<file path="src/rtl/mem_arb_pkg.sv">
// Shared types and helpers for the packet-memory port arbiter.
package mem_arb_pkg;

  typedef enum logic [1:0] {IDLE, GRANT, TURN} state_t;

  localparam int unsigned DEF_N         = 4;
  localparam int unsigned DEF_MAX_BEATS = 8;
  localparam int unsigned OH_W          = 16;
  localparam int unsigned OH_IDW        = 4;

  // Encodes a one-hot (or zero) vector of up to OH_W bits into its index.
  function automatic logic [OH_IDW-1:0] onehot2bin(input logic [OH_W-1:0] oh);
    logic [OH_IDW-1:0] id;
    id = '0;
    for (int i = 0; i < OH_W; i++) begin
      if (oh[i]) id = id | OH_IDW'(i);
    end
    return id;
  endfunction

endpackage

</file>
<file path="src/rtl/rr_pick.sv">
// Combinational round-robin pick: highest set request at or below ptr,
// otherwise the highest set request overall (wrap-around).
module rr_pick #(
  parameter int unsigned N   = 4,
  parameter int unsigned IDW = $clog2(N)
) (
  input  logic [N-1:0]   req,
  input  logic [IDW-1:0] ptr,
  output logic           win_vld,
  output logic [IDW-1:0] win_id
);

  logic           m_vld;
  logic [IDW-1:0] m_id;
  logic [IDW-1:0] u_id;

  // Ascending scan; later hits overwrite, leaving the highest index found.
  always_comb begin
    win_vld = 1'b0;
    m_vld   = 1'b0;
    m_id    = '0;
    u_id    = '0;
    for (int i = 0; i < N; i++) begin
      if (req[i]) begin
        win_vld = 1'b1;
        u_id    = IDW'(i);
        if (IDW'(i) <= ptr) begin
          m_vld = 1'b1;
          m_id  = IDW'(i);
        end
      end
    end
    win_id = m_vld ? m_id : u_id;
  end

endmodule

</file>
<file path="src/rtl/mem_port_arbiter.sv">
// Round-robin owner of the packet-memory port with burst locking,
// a MAX_BEATS starvation guard and one turnaround cycle between owners.
module mem_port_arbiter
  import mem_arb_pkg::*;
#(
  parameter int unsigned N         = DEF_N,
  parameter int unsigned MAX_BEATS = DEF_MAX_BEATS,
  parameter int unsigned IDW       = $clog2(N),
  parameter int unsigned CW        = $clog2(MAX_BEATS + 1)
) (
  input  logic           clk,
  input  logic           rst,
  input  logic           en,
  input  logic [N-1:0]   req,
  input  logic           beat,
  output logic [N-1:0]   gnt,
  output logic [IDW-1:0] gnt_id,
  output logic           busy,
  output logic           limit_hit
);

  state_t         state_q, state_d;
  logic [CW-1:0]  beat_cnt_q, beat_cnt_d;
  logic [IDW-1:0] ptr_q, ptr_d;
  logic [N-1:0]   gnt_q, gnt_d;
  logic [IDW-1:0] gnt_id_q, gnt_id_d;
  logic           busy_q, busy_d;
  logic           limit_hit_q, limit_hit_d;

  logic           win_vld;
  logic [IDW-1:0] win_id;
  logic [IDW-1:0] owner_id;
  logic           owner_req;
  logic           last_beat;

  rr_pick #(.N(N), .IDW(IDW)) u_pick (
    .req     (req),
    .ptr     (ptr_q),
    .win_vld (win_vld),
    .win_id  (win_id)
  );

  assign owner_id  = IDW'(onehot2bin(OH_W'(gnt_q)));
  assign owner_req = req[owner_id];
  assign last_beat = beat && (beat_cnt_q == CW'(MAX_BEATS - 1));

  always_ff @(posedge clk) begin
    if (rst) begin
      state_q     <= IDLE;
      beat_cnt_q  <= '0;
      ptr_q       <= IDW'(N - 1);
      gnt_q       <= '0;
      gnt_id_q    <= '0;
      busy_q      <= 1'b0;
      limit_hit_q <= 1'b0;
    end else begin
      state_q     <= state_d;
      beat_cnt_q  <= beat_cnt_d;
      ptr_q       <= ptr_d;
      gnt_q       <= gnt_d;
      gnt_id_q    <= gnt_id_d;
      busy_q      <= busy_d;
      limit_hit_q <= limit_hit_d;
    end
  end

  always_comb begin
    state_d     = state_q;
    beat_cnt_d  = beat_cnt_q;
    ptr_d       = ptr_q;
    gnt_d       = gnt_q;
    gnt_id_d    = gnt_id_q;
    busy_d      = busy_q;
    limit_hit_d = 1'b0;
    case (state_q)
      IDLE: begin
        if (en && win_vld) begin
          gnt_d      = N'(1) << win_id;
          gnt_id_d   = win_id;
          busy_d     = 1'b1;
          beat_cnt_d = '0;
          state_d    = GRANT;
        end
      end
      GRANT: begin
        // A dropped request takes precedence over the beat limit.
        if (!owner_req || last_beat) begin
          limit_hit_d = owner_req;
          gnt_d       = '0;
          busy_d      = 1'b0;
          beat_cnt_d  = '0;
          ptr_d       = (owner_id == '0) ? IDW'(N - 1) : owner_id - IDW'(1);
          state_d     = TURN;
        end else if (beat) begin
          beat_cnt_d = beat_cnt_q + CW'(1);
        end
      end
      TURN: state_d = IDLE;
      default: state_d = IDLE;
    endcase
  end

  assign gnt       = gnt_q;
  assign gnt_id    = gnt_id_q;
  assign busy      = busy_q;
  assign limit_hit = limit_hit_q;

  always_ff @(posedge clk) begin
    if (!rst) begin
      assert ($onehot0(gnt_q));
      assert (busy_q == (|gnt_q));
      assert (beat_cnt_q <= CW'(MAX_BEATS - 1));
    end
  end

endmodule
</file>
<file path="config.mk">
export PLATFORM = sky130hd
export DESIGN_NAME = mem_port_arbiter
export DESIGN_NICKNAME = d
export VERILOG_FILES = /design/src/rtl/mem_arb_pkg.sv /design/src/rtl/rr_pick.sv /design/src/rtl/mem_port_arbiter.sv
export SDC_FILE = /design/constraint.sdc
export NUM_CORES = 1
export LEC_CHECK = 0
export ABC_AREA = 1
export ABC_CLOCK_PERIOD_IN_PS = 1550
export BUFFER_PORTS_ARGS = -buffer_cell sky130_fd_sc_hd__buf_2
export CORE_AREA = 2 2 48 50
export CTS_CLUSTER_SIZE = 30
export DETAILED_ROUTE_END_ITERATION = 8
export DIE_AREA = 0 0 50 52
export GPL_TIMING_DRIVEN = 0
export PLACE_DENSITY_LB_ADDON = 0.2
export SLEW_MARGIN = 20
export SYNTH_ARGS = -nofsm -noshare
export SYNTH_HDL_FRONTEND = slang
export SYNTH_SLANG_ARGS = --single-unit
</file>
<file path="constraint.sdc">
create_clock -name clk -period 1.55 [get_ports clk]
set_input_delay 0.31 -clock clk [delete_from_list [all_inputs] [get_ports clk]]
set_output_delay 0.31 -clock clk [all_outputs]
set_load 0.01 [all_outputs]
</file>
==> results of run 1 <==
==> state kept, by name (all words and copies together) (netlist names) <==
name and cells:
gnt_id 2, gnt 4, ptr_q 2, state_q 2, beat_cnt_q 4, limit_hit 1, busy 1
==> cells in the mapped netlist <==
cell type | n | area, um^2
nand2_1 | 27 | 101
nand3_1 | 10 | 50.1
nand3_2 | 3 | 30.0
nand2_2 | 5 | 31.3
nor2_2 | 3 | 18.8
nand2_4 | 2 | 22.5
o21a_1 | 1 | 7.51
nor2_4 | 1 | 11.3
dfxtp_1 | 16 | 320
buf_6 | 1 | 11.3
nand4_1 | 4 | 25.0
o211ai_1 | 2 | 15.0
o21bai_1 | 1 | 7.51
inv_1 | 19 | 71.3
and3_1 | 1 | 6.26
a21oi_1 | 10 | 50.1
nand3_4 | 1 | 17.5
ha_1 | 1 | 12.5
nor2_1 | 8 | 30.0
inv_2 | 3 | 11.3
o21ai_0 | 4 | 20.0
a21oi_4 | 1 | 16.3
nor2_8 | 1 | 20.0
==> final timing paths <==
path,start,to,depth (start not counted)
worst max register to register,beat_cnt_q[0]$_SDFFE_PP0P_,gnt[2]$_SDFFE_PP0P_,7
worst max-delay path,beat_cnt_q[0]$_SDFFE_PP0P_,gnt[2]$_SDFFE_PP0P_,7
worst min register to register,busy$_SDFFE_PP0P_,busy$_SDFFE_PP0P_,2
worst min-delay path,rst,gnt[3]$_SDFFE_PP0P_,2
==> worst max-delay path, cell delays in order (launching register included) <==
cell	delay [ns]
dfxtp_1	0.34
ha_1	0.23
and3_1	0.19
nand2_1	0.13
nand3_4	0.12
nand2_2	0.11
nand2_1	0.06
a21oi_1	0.13
==> report_power, final <==
group | leakage (nW) | switching [mW] | internal (mW)
Sequential | 0.131 | 0.0228 | 0.439
Combinational | 0.347 | 0.162 | 0.0902
Clock | 0.0210 | 0.135 | 0.143
Total | 0.498 | 0.320 | 0.672
==> kinds of logic after synthesis <==
kind of cell / share of synthesized area, %
fa+ha+maj: 1.38
compound gates: 12.8
flops: 35.3
simple gates: 40.1
buf+inv: 10.3
==> final cells by class <==
| cell class | instances | area (um^2) | area share [%] |
|---|---|---|---|
| buffer | 1 | 11.3 | 1.07 |
| inverter | 22 | 82.6 | 7.88 |
| tap | 28 | 35.0 | 3.34 |
| clock buffer | 4 | 36.3 | 3.46 |
| multi-input combinational | 86 | 493 | 47.0 |
| sequential | 16 | 320 | 30.5 |
| timing repair buffer | 14 | 70.1 | 6.68 |
==> metrics by stage <==
stage | utilization [%] | setup WS (ns) | cells
after detailed placement | 48.1 | 0.180 | 167
after global routing | 49.8 | 0.0538 | 171
after global placement | 48.1 | 0.187 | 167
final | 49.8 | 0.183 | 171
after CTS | 49.8 | 0.168 | 171
after floorplan | - | 0.316 | 125
==> per-layer routing <==
| layer | vias up | GRT usage, % | share of wire, % |
|---|---|---|---|
| met4 | 0 | 6.94 | 2.3 |
| met1 | 381 | 19.2 | 46 |
| li1 | 441 | - | - |
| met5 | - | 0 | 0 |
| met3 | 6 | 4.60 | 6.5 |
| met2 | 22 | 26.1 | 46 |
==> placed cells by master, fill, tap and decap left out, drive strengths merged <==
cell type  Yosys  final
a21oi         11     11
and3           1      1
buf            1     15
clkbuf         0      4
dfxtp         16     16
ha             1      1
inv           22     22
nand2         34     34
nand3         14     14
nand4          4      4
nor2          13     13
o211ai         2      2
o21a           1      1
o21ai          4      4
o21bai         1      1
==> results.json, run 1 <==
{
  "status": "finished, final reports clean",
  "finClkSkew_ns": 0.00447,
  "htree_levels": 1,
  "place.gp.congestion": 0.761,
  "rsz0062_at_grt": "false",
  "postRouteAntennaNets": 0,
  "worstSetupEndpointType": "flop",
  "maxSlewHeadroom_pct": 85.9,
  "via_per_inst": 4.97,
  "maxSlewViolCount": 0,
  "clockRootBuffer": "clkbuf_4",
  "cts_tree": "built",
  "die_area_um2": 2600,
  "syn_to_final_growth_pct": 15.6,
  "fillers": 205,
  "cts_sinks": 16,
  "required_ns": 1.77,
  "tightest_slew_ns": 0.211,
  "min_period_ns": 1.37,
  "syn_nets": 134,
  "yosys_warnings": 0,
  "post-route-period-util_pct": 88.2,
  "place_area_um2": 1010,
  "die-height_um": 52,
  "stdcell_area_um2": 1050,
  "whs_ns": 0.230,
  "route.detailed.drc": 0,
  "synth_seq_cells": 16,
  "pwr_density_cell_nw_per_um2": 947,
  "grt_max_degree": 11,
  "cts_hold_repair.buffers": 0,
  "avgSynthCellArea_um2": 7.26,
  "design_power_total_mw": 0.993,
  "irDropWorstVdd_mv": 0.585,
  "path_max_fanout": 4,
  "grt_pass1_vias": 770,
  "cts_resized": 0,
  "cts_setup_buffers": 0,
  "grt_pass1_wl_mm": 3.13,
  "fmax_mhz": 732,
  "p_leak_nw": 0.498,
  "post_synth_num_cell_types": 23,
  "n_antenna_cell": 0,
  "setup_viol": 0,
  "clock_latency_ns": 0.29,
  "io_pins": 16,
  "die_w_um": 50,
  "synth_area_um2": 907,
  "place_hpwl_mm": 1.43,
  "drive_gt1_share_pct": 27.3,
  "drv_cap": 0,
  "cts_buffers": 3,
  "grt_util_all_layers_pct": 15.9,
  "vias": 850,
  "crit_type": "flop to flop",
  "crit_arrival_ns": 1.59,
  "start_util_pct": 43.1,
  "start_kind": "flop",
  "clk_pin_slew_ns": 0.10,
  "hold_violations": 0,
  "holdCritPathClass": "primary input to flop",
  "wire_per_inst_um": 10.3,
  "seq_area_frac_synth_pct": 35.3,
  "io_buffers": 14,
  "dr.pass1.iters": 4,
  "drtIter0Drc": 17,
  "final_nets": 153,
  "antenna_found_initial": 0,
  "rows": 17,
  "grt_overflow": 0,
  "clockBufferDepth": 2,
  "setup_tns_ns": 0,
  "drt-total-wl_mm": 1.77,
  "regToRegSetupSlack_ns": 0.18,
  "coreArea_um2": 2110,
  "synthCells": 125
}
Note: power is estimated with default switching activity, not from simulation.
==> run 2: changes to the inputs <==
- CORE_AREA: 2 2 48 50 -> 2 2 45 47
- DIE_AREA: 0 0 50 52 -> 0 0 47 49
==> run 2 against run 1 <==
  * Hold slack improved by 0.0095 ns
  * Flip-flop and latch count is the same
  * Combinational power is essentially flat
  * Cell count down 1.2%
  * Die area down 11%
  * Worst setup slack lost 0.020 ns
==> results.json, run 2 (same netlist as run 1, synthesis figures left out) <==
{
  "status": "finished, final reports clean",
  "p_sw_share_pct": 33.4,
  "required_ns": 1.77,
  "holdCritPathClass": "primary input to flop",
  "path_max_fanout": 4,
  "critPathMostFrequentCell": "nand2_1",
  "crit_arrival_ns": 1.61,
  "crit_type": "flop to flop",
  "dr.pass1.iters": 4,
  "syn_to_final_growth_pct": 13.9,
  "route.detailed.drc": 0,
  "drt-total-wl_mm": 1.74,
  "multiInputGateArea_um2": 493,
  "die_area_um2": 2300,
  "die_w_um": 47,
  "max_stage_delay_ns": 0.33,
  "io_pins": 16,
  "post-route-period-util_pct": 89.4,
  "path_cells": "ha_1 -> and3_1 -> nand2_1 -> nand3_4 -> a21oi_4 -> nand2_1 -> nor2_1",
  "min_period_ns": 1.39,
  "cts_hold_repair.buffers": 0,
  "grt_pass1_wl_mm": 3.06,
  "seqPwrFrac_pct": 49.6,
  "hold_start": "rst",
  "n_antenna_cell": 0,
  "min_delay_worst_endpoint": "gnt[2]$_SDFFE_PP0P_",
  "place.gp.congestion": 0.863,
  "io_buffers": 14,
  "die-height_um": 49,
  "hold_violations": 0,
  "p_leak_nw": 0.491,
  "cts_buffers": 3,
  "grt_overflow": 0,
  "final_cell_mix": "27 x nand2_1, 19 x inv_1, 16 x dfxtp_1",
  "p_comb_share_pct": 27.3,
  "maxSlewViolCount": 0,
  "grt_pass1_vias": 756,
  "maxSlewHeadroom_pct": 86.8,
  "cts_sinks": 16,
  "final_nets": 153,
  "drive_gt1_share_pct": 26.8,
  "coreArea_um2": 1840,
  "tightest_slew_ns": 0.196,
  "worstSetupEndpointType": "flop",
  "cts_setup_buffers": 0,
  "rr_endpoint": "beat_cnt_q[2]$_SDFFE_PP0P_",
  "irDropWorstVdd_mv": 0.556,
  "setup_ws_ns": 0.164,
  "setup_viol": 0,
  "clockBufferDepth": 2,
  "htree_levels": 1,
  "cp_num_buf_inv": 0,
  "clkPwrFrac_pct": 23.0,
  "wire_per_inst_um": 10.3,
  "start_util_pct": 49.3,
  "grt_max_degree": 11,
  "clockRootBuffer": "clkbuf_4",
  "dp_slack_ns": 0.170,
  "final_common_cell": "nand2_1",
  "antenna_found_initial": 0,
  "clk_pin_slew_ns": 0.09,
  "drv_cap": 0,
  "place_hpwl_mm": 1.40,
  "start_kind": "flop",
  "cts_resized": 0,
  "cts_tree": "built",
  "vias": 822,
  "reg2reg_from": "beat_cnt_q[0]$_SDFFE_PP0P_",
  "regToRegSetupSlack_ns": 0.16,
  "drtIter0Drc": 16,
  "fillers": 182,
  "via_per_inst": 4.86,
  "rr_worst_depth": 7,
  "critPathTopFamily": "simple AND/OR/NAND/NOR gates",
  "pwr_density_cell_nw_per_um2": 899,
  "grt_util_all_layers_pct": 17.8,
  "finClkSkew_ns": 0.00213,
  "fmax_mhz": 721,
  "setup_tns_ns": 0,
  "clock_latency_ns": 0.28,
  "power_switching_mw": 0.310,
  "cp_slowest_cell": "dfxtp_1",
  "postRouteAntennaNets": 0,
  "seqCellArea_um2": 320,
  "p_int_mw": 0.620,
  "rsz0062_at_grt": "false",
  "rows": 16,
  "holdPathStages": 2
}
## run 2: cell count changes in the layout (fill, tap and decap cells not counted), sizes merged
| cell | change |
|---|---|
| clkbuf | -1 |
## run 2: worst max path at each step
| stage | from | end | cells after the start |
|---|---|---|---|
| 6_report | beat_cnt_q[0]$_SDFFE_PP0P_ | beat_cnt_q[2]$_SDFFE_PP0P_ | 7 |
| 3_5_place_dp | req[3] | beat_cnt_q[0]$_SDFFE_PP0P_ | 8 |
| 2_1_floorplan | beat_cnt_q[0]$_SDFFE_PP0P_ | beat_cnt_q[2]$_SDFFE_PP0P_ | 7 |
| 4_1_cts | beat_cnt_q[0]$_SDFFE_PP0P_ | beat_cnt_q[2]$_SDFFE_PP0P_ | 7 |
| 5_1_grt | beat_cnt_q[0]$_SDFFE_PP0P_ | beat_cnt_q[2]$_SDFFE_PP0P_ | 7 |
| 3_3_place_gp | req[3] | beat_cnt_q[0]$_SDFFE_PP0P_ | 8 |
## run 2: stage by stage
step	area (um^2)	hold slack (ns)	total power [mW]	instances	util (%)
after detailed placement	1010	0.461	0.724	166	54.9
after CTS	1030	0.242	0.932	169	56.1
final	1030	0.239	0.930	169	56.1
after global routing	1030	0.236	0.991	169	56.1
after floorplan	907	0.455	0.662	125	-
after global placement	1010	0.453	0.717	166	54.9
## run 2: power by group through the flow
stage                     registers, mW  clock network, mW  logic, mW
after floorplan                   0.477                  0      0.185
after global placement            0.470                  0      0.247
after detailed placement          0.472                  0      0.253
after CTS                         0.462              0.216      0.254
after global routing              0.466              0.238      0.287
final                             0.462              0.214      0.254
## run 2: routing by layer
metal | up-vias | global-route usage (%) | part of all wire [%]
li1 | 434 | - | -
met1 | 369 | 24.9 | 51
met2 | 15 | 27.2 | 44
met3 | 4 | 3.33 | 3.3
met4 | 0 | 5.56 | 1.6
met5 | - | 0 | 0
## run 2: area by class of cell
cell class	count	area share (%)
inverters	22	7.99
flip-flops and latches	16	31.0
repair buffers	14	6.78
multi-input cells	86	47.7
clock buffers	3	2.18
plain buffers	1	1.09
well taps	27	3.27
==> run 3: changes to the inputs <==
- MAX_ROUTING_LAYER: unset -> met4
- PLACE_DENSITY_LB_ADDON: 0.2 -> 0.05
- SLEW_MARGIN: 20 -> 30
==> run 3 against run 2 <==
  * Combinational power hardly changed
  * Utilization is 0.75 points higher
  * Cell count up 0.59%
  * Highest routed layer unchanged
  * Largest cell class unchanged
  * Fmax is 0.71% higher
  * Clock power up 30%
  * Sequential power is essentially flat
  * Count of clock-buffer cells in the layout is 1 higher
  * Non-clock buffer count unchanged
==> results.json, run 3 (same netlist as run 1, synthesis figures left out) <==
{
  "antenna_found_initial": 0,
  "dr.pass1.iters": 3,
  "via_per_inst": 4.74,
  "min_delay_worst_endpoint": "busy$_SDFFE_PP0P_",
  "maxSlewViolCount": 0,
  "critPathMostFrequentCell": "nand2_1",
  "setup_tns_ns": 0,
  "pwr_density_cell_nw_per_um2": 947,
  "regToRegSetupSlack_ns": 0.17,
  "cts_setup_buffers": 0,
  "wire_per_inst_um": 10.0,
  "clock_latency_ns": 0.29,
  "final_common_cell": "nand2_1",
  "max_stage_delay_ns": 0.34,
  "tightest_slew_ns": 0.222,
  "hold_start": "rst",
  "cp_slowest_cell": "dfxtp_1",
  "setup_viol": 0,
  "clockRootBuffer": "clkbuf_4",
  "irDropWorstVdd_mv": 0.539,
  "rr_worst_depth": 7,
  "crit_type": "flop to flop",
  "holdCritPathClass": "primary input to flop",
  "reg2reg_from": "beat_cnt_q[0]$_SDFFE_PP0P_",
  "die-height_um": 49,
  "cts_hold_repair.buffers": 0,
  "start_kind": "flop",
  "path_max_fanout": 4,
  "drt-total-wl_mm": 1.70,
  "final_nets": 153,
  "htree_levels": 1,
  "p_comb_share_pct": 25.4,
  "place.gp.congestion": 0.763,
  "critPathTopFamily": "simple AND/OR/NAND/NOR gates",
  "setup_ws_ns": 0.173,
  "dp_slack_ns": 0.169,
  "vias": 805,
  "finClkSkew_ns": 0.00318,
  "place_hpwl_mm": 1.39,
  "drtIter0Drc": 7,
  "crit_arrival_ns": 1.61,
  "drv_cap": 0,
  "start_util_pct": 49.3,
  "syn_to_final_growth_pct": 15.4,
  "cts_sinks": 16,
  "grt_overflow": 0,
  "power_switching_mw": 0.320,
  "cts_buffers": 3,
  "min_period_ns": 1.38,
  "p_leak_nw": 0.498,
  "cp_num_buf_inv": 0,
  "maxSlewHeadroom_pct": 85.1,
  "p_sw_share_pct": 32.2,
  "die_w_um": 47,
  "post-route-period-util_pct": 88.8,
  "clockBufferDepth": 2,
  "io_pins": 16,
  "clk_pin_slew_ns": 0.09,
  "rows": 16,
  "grt_max_degree": 11,
  "postRouteAntennaNets": 0,
  "drive_gt1_share_pct": 27.3,
  "fillers": 201,
  "n_antenna_cell": 0,
  "path_cells": "ha_1 -> and3_1 -> nand2_1 -> nand3_4 -> a21oi_4 -> nand2_1 -> nor2_1",
  "clkPwrFrac_pct": 28.1,
  "final_cell_mix": "27 x nand2_1, 19 x inv_1, 16 x dfxtp_1",
  "grt_pass1_vias": 706,
  "cts_tree": "built",
  "grt_util_all_layers_pct": 17.5,
  "die_area_um2": 2300,
  "route.detailed.drc": 0,
  "hold_violations": 0,
  "required_ns": 1.79,
  "io_buffers": 14,
  "rr_endpoint": "beat_cnt_q[3]$_SDFFE_PP0P_",
  "seqPwrFrac_pct": 46.5,
  "p_int_mw": 0.673,
  "coreArea_um2": 1840,
  "status": "finished, final reports clean",
  "rsz0062_at_grt": "false",
  "grt_pass1_wl_mm": 2.86,
  "worstSetupEndpointType": "flop",
  "fmax_mhz": 726,
  "holdPathStages": 2,
  "cts_resized": 0
}
## run 3: cell types whose count changed in the layout (fill, tap and decap cells not counted), sizes merged
cell | previous run | this run
clkbuf | 3 | 4
## run 3: power by group through the flow
stage	Clock [mW]	Sequential [mW]	Combinational (mW)
after floorplan	0	0.477	0.185
after global routing	0.305	0.465	0.285
final	0.279	0.461	0.252
after CTS	0.288	0.462	0.255
after detailed placement	0	0.471	0.254
after global placement	0	0.471	0.250
## run 3: worst max-delay path by stage
stage / depth (start not counted) / end / startpoint / slack, ns
floorplan: 7 / beat_cnt_q[2]$_SDFFE_PP0P_ / beat_cnt_q[0]$_SDFFE_PP0P_ / 0.32
global placement: 8 / beat_cnt_q[0]$_SDFFE_PP0P_ / req[3] / 0.19
detailed placement: 8 / beat_cnt_q[0]$_SDFFE_PP0P_ / req[3] / 0.17
CTS: 7 / beat_cnt_q[2]$_SDFFE_PP0P_ / beat_cnt_q[0]$_SDFFE_PP0P_ / 0.16
global route: 7 / beat_cnt_q[3]$_SDFFE_PP0P_ / beat_cnt_q[0]$_SDFFE_PP0P_ / 0.06
finish: 7 / beat_cnt_q[3]$_SDFFE_PP0P_ / beat_cnt_q[0]$_SDFFE_PP0P_ / 0.17
## run 3: per-stage QoR
step,hold slack (ns),power (mW),utilization [%],area (um^2),instances
floorplan,0.455,0.662,-,907,125
global placement,0.450,0.721,54.9,1010,166
detailed placement,0.456,0.725,54.9,1010,166
CTS,0.221,1.00,56.9,1050,170
global route,0.228,1.06,56.9,1050,170
finish,0.229,0.992,56.9,1050,170
## run 3: metal layers
| metal | track usage, % | up-vias | share of wire (%) |
|---|---|---|---|
| met5 | - | - | 0 |
| met3 | 3.33 | 6 | 3.2 |
| met1 | 22.2 | 353 | 47 |
| met2 | 26.0 | 12 | 47 |
| li1 | - | 434 | - |
| met4 | 8.33 | 0 | 2.6 |
## run 3: worst reg2reg max path, stage by stage, from the launching register on
cell and delay (ns):
dfxtp_1 0.34, ha_1 0.23, and3_1 0.19, nand2_1 0.13, nand3_4 0.12, a21oi_4 0.17, nand2_1 0.07, nor2_1 0.08
## run 3: final cells by class
class | instances | area [um^2] | share of cell area [%]
Tap cell | 27 | 33.8 | 3.23
Inverter | 22 | 82.6 | 7.89
Timing Repair Buffer | 14 | 70.1 | 6.69
Clock buffer | 4 | 36.3 | 3.46
Multi-Input combinational cell | 86 | 493 | 47.1
Buffer | 1 | 11.3 | 1.08
Sequential cell | 16 | 320 | 30.6
